### src/rtl/freq_div_arbiter.sv
// Round-robin arbiter that lends one programmable frequency divider to NumReq requesters,
// sequencing load / settle / run and skipping the reload when the divisor is unchanged.
module freq_div_arbiter #(
  parameter int unsigned NumReq    = 4,
  parameter int unsigned Width     = 32,
  parameter int unsigned SettleCyc = 2
) (
  input  logic                    clk_i,
  input  logic                    reset_i,
  input  logic [NumReq-1:0]       req_i,
  input  logic [NumReq*Width-1:0] div_val_i,
  input  logic [NumReq-1:0]       rel_i,
  output logic [NumReq-1:0]       grant_o,
  output logic                    busy_o,
  output logic                    err_zero_o,
  output logic [Width-1:0]        div_din_o,
  output logic                    div_config_o,
  output logic                    div_enable_o
);

  localparam int unsigned PtrW = (NumReq > 1) ? $clog2(NumReq) : 1;
  typedef logic [PtrW-1:0] ptr_t;

  typedef enum logic [1:0] {StIdle, StLoad, StSettle, StRun} state_e;

  state_e              state_q, state_d;
  ptr_t                ptr_q, ptr_d;
  ptr_t                owner_q, owner_d;
  logic [Width-1:0]    cap_div_q, cap_div_d;
  logic [Width-1:0]    last_div_q, last_div_d;
  logic                last_valid_q, last_valid_d;
  logic [3:0]          cnt_q, cnt_d;
  logic [NumReq-1:0]   grant_q, grant_d;
  logic                busy_q, busy_d;
  logic                err_zero_q, err_zero_d;
  logic [Width-1:0]    div_din_q, div_din_d;
  logic                div_config_q, div_config_d;
  logic                div_enable_q, div_enable_d;

  logic [Width-1:0]    div_arr [NumReq];
  logic                win_found;
  ptr_t                win_idx;
  ptr_t                cand;
  logic [Width-1:0]    win_div;
  int unsigned         idx;

  for (genvar g = 0; g < NumReq; g++) begin : gen_unpack
    assign div_arr[g] = div_val_i[g*Width +: Width];
  end

  function automatic ptr_t ptr_inc(ptr_t p);
    if (32'(p) == NumReq - 1) return '0;
    return p + ptr_t'(1);
  endfunction

  // First requester at or after ptr_q, wrapping modulo NumReq.
  always_comb begin
    win_found = 1'b0;
    win_idx   = '0;
    win_div   = '0;
    idx       = 0;
    cand      = '0;
    for (int unsigned k = 0; k < NumReq; k++) begin
      idx = 32'(ptr_q) + k;
      if (idx >= NumReq) idx = idx - NumReq;
      cand = ptr_t'(idx);
      if (!win_found && req_i[cand]) begin
        win_found = 1'b1;
        win_idx   = cand;
        win_div   = div_arr[cand];
      end
    end
  end

  always_comb begin
    state_d      = state_q;
    ptr_d        = ptr_q;
    owner_d      = owner_q;
    cap_div_d    = cap_div_q;
    last_div_d   = last_div_q;
    last_valid_d = last_valid_q;
    cnt_d        = cnt_q;
    grant_d      = grant_q;
    err_zero_d   = 1'b0;
    div_din_d    = div_din_q;
    div_config_d = 1'b0;
    div_enable_d = div_enable_q;

    unique case (state_q)
      StIdle: begin
        if (win_found) begin
          if (win_div == '0) begin
            err_zero_d = 1'b1;
            ptr_d      = ptr_inc(win_idx);
          end else begin
            cap_div_d = win_div;
            owner_d   = win_idx;
            div_din_d = win_div;
            if (last_valid_q && (win_div == last_div_q)) begin
              // Divider already holds this divisor: skip reprogramming.
              state_d          = StRun;
              grant_d          = '0;
              grant_d[win_idx] = 1'b1;
              div_enable_d     = 1'b1;
            end else begin
              state_d      = StLoad;
              div_config_d = 1'b1;
              div_enable_d = 1'b0;
            end
          end
        end
      end
      StLoad: begin
        last_div_d   = cap_div_q;
        last_valid_d = 1'b1;
        cnt_d        = 4'(SettleCyc - 1);
        state_d      = StSettle;
      end
      StSettle: begin
        if (cnt_q == '0) begin
          state_d          = StRun;
          grant_d          = '0;
          grant_d[owner_q] = 1'b1;
          div_enable_d     = 1'b1;
          div_din_d        = cap_div_q;
        end else begin
          cnt_d = cnt_q - 4'd1;
        end
      end
      StRun: begin
        if (rel_i[owner_q] || !req_i[owner_q]) begin
          state_d      = StIdle;
          grant_d      = '0;
          div_enable_d = 1'b0;
          ptr_d        = ptr_inc(owner_q);
        end
      end
      default: state_d = StIdle;
    endcase

    busy_d = (state_d != StIdle);
  end

  always_ff @(posedge clk_i or posedge reset_i) begin
    if (reset_i) begin
      state_q      <= StIdle;
      ptr_q        <= '0;
      owner_q      <= '0;
      cap_div_q    <= '0;
      last_div_q   <= '0;
      last_valid_q <= 1'b0;
      cnt_q        <= '0;
      grant_q      <= '0;
      busy_q       <= 1'b0;
      err_zero_q   <= 1'b0;
      div_din_q    <= '0;
      div_config_q <= 1'b0;
      div_enable_q <= 1'b0;
    end else begin
      state_q      <= state_d;
      ptr_q        <= ptr_d;
      owner_q      <= owner_d;
      cap_div_q    <= cap_div_d;
      last_div_q   <= last_div_d;
      last_valid_q <= last_valid_d;
      cnt_q        <= cnt_d;
      grant_q      <= grant_d;
      busy_q       <= busy_d;
      err_zero_q   <= err_zero_d;
      div_din_q    <= div_din_d;
      div_config_q <= div_config_d;
      div_enable_q <= div_enable_d;
    end
  end

  assign grant_o      = grant_q;
  assign busy_o       = busy_q;
  assign err_zero_o   = err_zero_q;
  assign div_din_o    = div_din_q;
  assign div_config_o = div_config_q;
  assign div_enable_o = div_enable_q;

endmodule

### config.mk
export PLATFORM = sky130hd
export DESIGN_NAME = freq_div_arbiter
export DESIGN_NICKNAME = d
export VERILOG_FILES = /design/src/rtl/freq_div_arbiter.sv
export SDC_FILE = /design/constraint.sdc
export NUM_CORES = 1
export LEC_CHECK = 0
export CORE_MARGIN = 2
export CORE_UTILIZATION = 40
export CTS_CLUSTER_DIAMETER = 200
export DETAILED_ROUTE_END_ITERATION = 10
export GPL_TIMING_DRIVEN = 0
export PLACE_DENSITY = 0.73
export SLEW_MARGIN = 20
export SYNTH_ARGS = -nofsm -noshare
export SYNTH_HDL_FRONTEND = slang
export SYNTH_SLANG_ARGS = --single-unit
### constraint.sdc
create_clock -name clk_i -period 7 [get_ports clk_i]
set_input_delay 1.05 -clock clk_i [delete_from_list [all_inputs] [get_ports clk_i]]
set_output_delay 1.05 -clock clk_i [all_outputs]
set_load 0.005 [all_outputs]
==> results.toml, run 1 <==
[critical_path]
cp_top_family = "compound AO/OA/AOI/OAI gates"
critPathCaptureType = "register"
path_class = "in2reg"
cp.arrival_ns = 6.60
path_buf_inv = 4
cp-start-kind = "input pin"
crit_fanout = 10
crit_chain = "clkdlybuf4s50_1, buf_2, a31oi_1, clkbuf_1, a21boi_0, a2111oi_1, nand4_1, a2111oi_2, nand4_1, o21ai_2, buf_2, a221o_1"
crit_path_top_delay_cell = "a2111oi_1"
required_ns = 7.37
critPathMaxStageDelay_ns = 0.98

[cts]
post_cts_buffers = 0
cts_resized = 0
root_buffer = "clkbuf_16"
clk_latency_ns = 0.43
path_clk_slew_ns = 0.06
clk_path_buf_depth = 2
ctsHoldBuffers = 0
cts_max_level = 4
clkSinkCount = 115
cts_buffers = 17
cts_tree = "built"

[route]
wl_um = 33900
wl_per_cell_um = 23.0
first_pass_iters = 5
drc = 0
vias_per_cell = 6.11
antenna_left = 0
drt-initial-drc-count = 875
vias = 8976

[pwr]
p_per_area_nw_per_um2 = 475
leakage_nw = 5.12
combPwrFrac_pct = 64.1
internal_power_w = 0.00323
pwr-share-clk_pct = 14.9
vdd_ir_drop_max_mv = 0.214
p_seq_share_pct = 21.1
switching_share_pct = 44.3
p_sw_w = 0.00257

[global_route]
track_usage_pct = 27.5
grt_max_degree = 69
grt_pass1_vias = 9141
overflow = 0
grt_pass1_wl_um = 51700
antenna_found_initial = 0

[flow_run]
drv_cap = 0

[sta]
period_needed_ns = 6.23
postLayoutSetupSlackWorst_ns = 0.765
skew_ns = 0.00996
relSlewSlack_pct = 23.5
setup_viol = 0
rsz0062_at_grt = "no"
report.final.slew_viol_count = 0
period_share_pct = 89.1
max_freq_mhz = 160
fin_setup_tns_ns = 0
worst_pin_slew_ns = 1.14
hold_viol = 0

[yosys]
synth_seq_cells = 115
synthesis.instances = 940
syn-cell-area_um2 = 9390
syn_area_per_cell_um2 = 9.98
syn-num-nets = 1088
yosysSeqAreaShare_pct = 30.7
synth_ff_type = "dfrtp_1"
synthArstFlopShare_pct = 100
synthDistinctLibCells = 72
yosysWarnings = 0
synth-edff-count = 0

[finish]
mostFrequentLayoutCell = "clkdlybuf4s50_1"
area_growth_pct = 30.0
fillers = 2168
final_nets = 1286
finalNonFillerCells = 1470
n_antenna_cell = 0
drive_gt1_share_pct = 19.5
final_cell_mix = "clkdlybuf4s50_1 (177), dfrtp_1 (115), mux2i_1 (90)"

[floorplanning]
die_h_um = 157
pin_count = 178
initial_core_util_pct = 40.3
coreArea_um2 = 23300
placementRows = 56
die_area_um2 = 24700
fp.dieW_um = 157

[place]
dp_cells = 1438
port_buffers = 177
hpwl_um = 25500
routabilityCongestion = 0.944
dp_slack_ns = 0.543

[run_status]
status = "completed"

[min_path]
hp-class = "reg2reg"
cell type report:
type	instances	area [um2]	share of cell area, %
plain buffers	76	494	4.05
well taps	319	399	3.27
multi-input cells	724	5950	48.8
inverters	25	98.8	0.810
clock inverters	10	125	1.03
repair buffers	179	1800	14.8
flip-flops and latches	115	2880	23.6
clock buffers	22	454	3.72
layer usage:
metal | global-route usage [%] | up-vias | part of all wire, %
met1 | 37.3 | 4431 | 43
li1 | - | 3992 | -
met3 | 5.26 | 83 | 8.6
met5 | 0 | - | 0
met4 | 11.5 | 0 | 3.8
met2 | 43.0 | 470 | 45
worst register-to-register path, delay by kind of cell, from the launching register on:
| kind | cells | cell delay, ns |
|---|---|---|
| buf+inv | 4 | 1.24 |
| simple gates | 3 | 0.84 |
| compound gates | 6 | 2.91 |
| flops | 1 | 0.35 |
registers in the layout (all words and copies together), names as in the netlist:
name          count
cap_div_q        32
grant_o           4
ptr_q             2
last_valid_q      1
busy_o            1
owner_q           2
state_q           2
cnt_q             4
div_enable_o      1
last_div_q       32
div_din_o        32
err_zero_o        1
div_config_o      1
kinds of logic after synthesis:
group | count (synthesis) | share of synthesized area (%)
AOI/OAI and AO/OA | 226 | 18.1
muxes | 206 | 27.6
and+or+nand+nor | 254 | 13.3
adders and majority gates | 10 | 1.33
DFF | 115 | 30.7
buffers and inverters | 101 | 6.27
xor gates and xnor gates | 28 | 2.61
final timing paths:
kind,startpoint,end,slack (ns),cells after the start
setup / recovery,req_i[2],div_din_o[12]$_DFFE_PP0P_,0.77,12
min in group asynchronous,reset_i,div_din_o[12]$_DFFE_PP0P_,1.02,2
max in group asynchronous,reset_i,busy_o$_DFF_PP0_,5.28,3
hold / removal,last_valid_q$_DFFE_PP0P_,last_valid_q$_DFFE_PP0P_,0.49,1
hold reg to reg,last_valid_q$_DFFE_PP0P_,last_valid_q$_DFFE_PP0P_,0.49,1
setup reg to reg,ptr_q[0]$_DFFE_PP0P_,div_din_o[12]$_DFFE_PP0P_,1.59,13
power by group through the flow:
stage               Combinational (W)  Clock [W]  Sequential, W
floorplan                     0.00251          0        0.00117
global placement              0.00357          0        0.00121
detailed placement            0.00365          0        0.00122
CTS                           0.00368   0.000869        0.00122
global route                  0.00397   0.000900        0.00125
finish                        0.00372   0.000861        0.00122
per-stage QoR:
step | power, W | area (um2) | utilization [%] | hold slack (ns)
floorplan | 0.00368 | 9390 | - | 0.439
global placement | 0.00478 | 11600 | 49.7 | 0.458
detailed placement | 0.00488 | 11600 | 50.0 | 0.465
CTS | 0.00576 | 12200 | 52.5 | 0.489
global route | 0.00612 | 12200 | 52.5 | 0.518
finish | 0.00580 | 12200 | 52.5 | 0.489
synthesized netlist by cell type (9+ instances only):
| master | number | share of area (%) |
|---|---|---|
| mux2i_1 | 90 | 9.6 |
| inv_1 | 25 | 1.0 |
| and3_1 | 16 | 1.1 |
| mux2_2 | 78 | 9.4 |
| a21boi_0 | 15 | 1.2 |
| a21oi_1 | 24 | 1.3 |
| nand2_1 | 69 | 2.8 |
| a21o_1 | 18 | 1.4 |
| xnor2_1 | 9 | 0.84 |
| o22ai_1 | 36 | 2.4 |
| nand3_1 | 11 | 0.59 |
| clkbuf_1 | 18 | 0.72 |
| xor2_1 | 19 | 1.8 |
| buf_6 | 14 | 1.7 |
| mux4_2 | 33 | 7.9 |
| a221o_1 | 18 | 1.9 |
| nor2_1 | 80 | 3.2 |
| buf_2 | 33 | 1.8 |
| o221ai_1 | 11 | 1.0 |
| ha_1 | 10 | 1.3 |
| o21ai_0 | 26 | 1.4 |
| nor3_1 | 16 | 0.85 |
| dfrtp_1 | 115 | 31 |
| nand4_1 | 12 | 0.80 |
Power figures use the tool's default switching activity.
==> run 2: changes to the inputs <==
--- a/config.mk
+++ b/config.mk
@@ -15,3 +15,4 @@
 export SYNTH_ARGS = -nofsm -noshare
 export SYNTH_HDL_FRONTEND = slang
 export SYNTH_SLANG_ARGS = --single-unit
+export TNS_END_PERCENT = 100
==> constraint.sdc (replaced) <==
create_clock -name clk_i -period 7 [get_ports clk_i]
set_input_delay 1.05 -clock clk_i [delete_from_list [all_inputs] [get_ports clk_i]]
set_output_delay 1.05 -clock clk_i [all_outputs]
set_load 0.1 [all_outputs]
==> results of run 2 <==
The final DEF is identical to that of run 1. Status: completed.
Main changes from that run: total power 0.00580 W -> 0.00654 W; worst IR drop on VDD 0.214 mV -> 0.372 mV
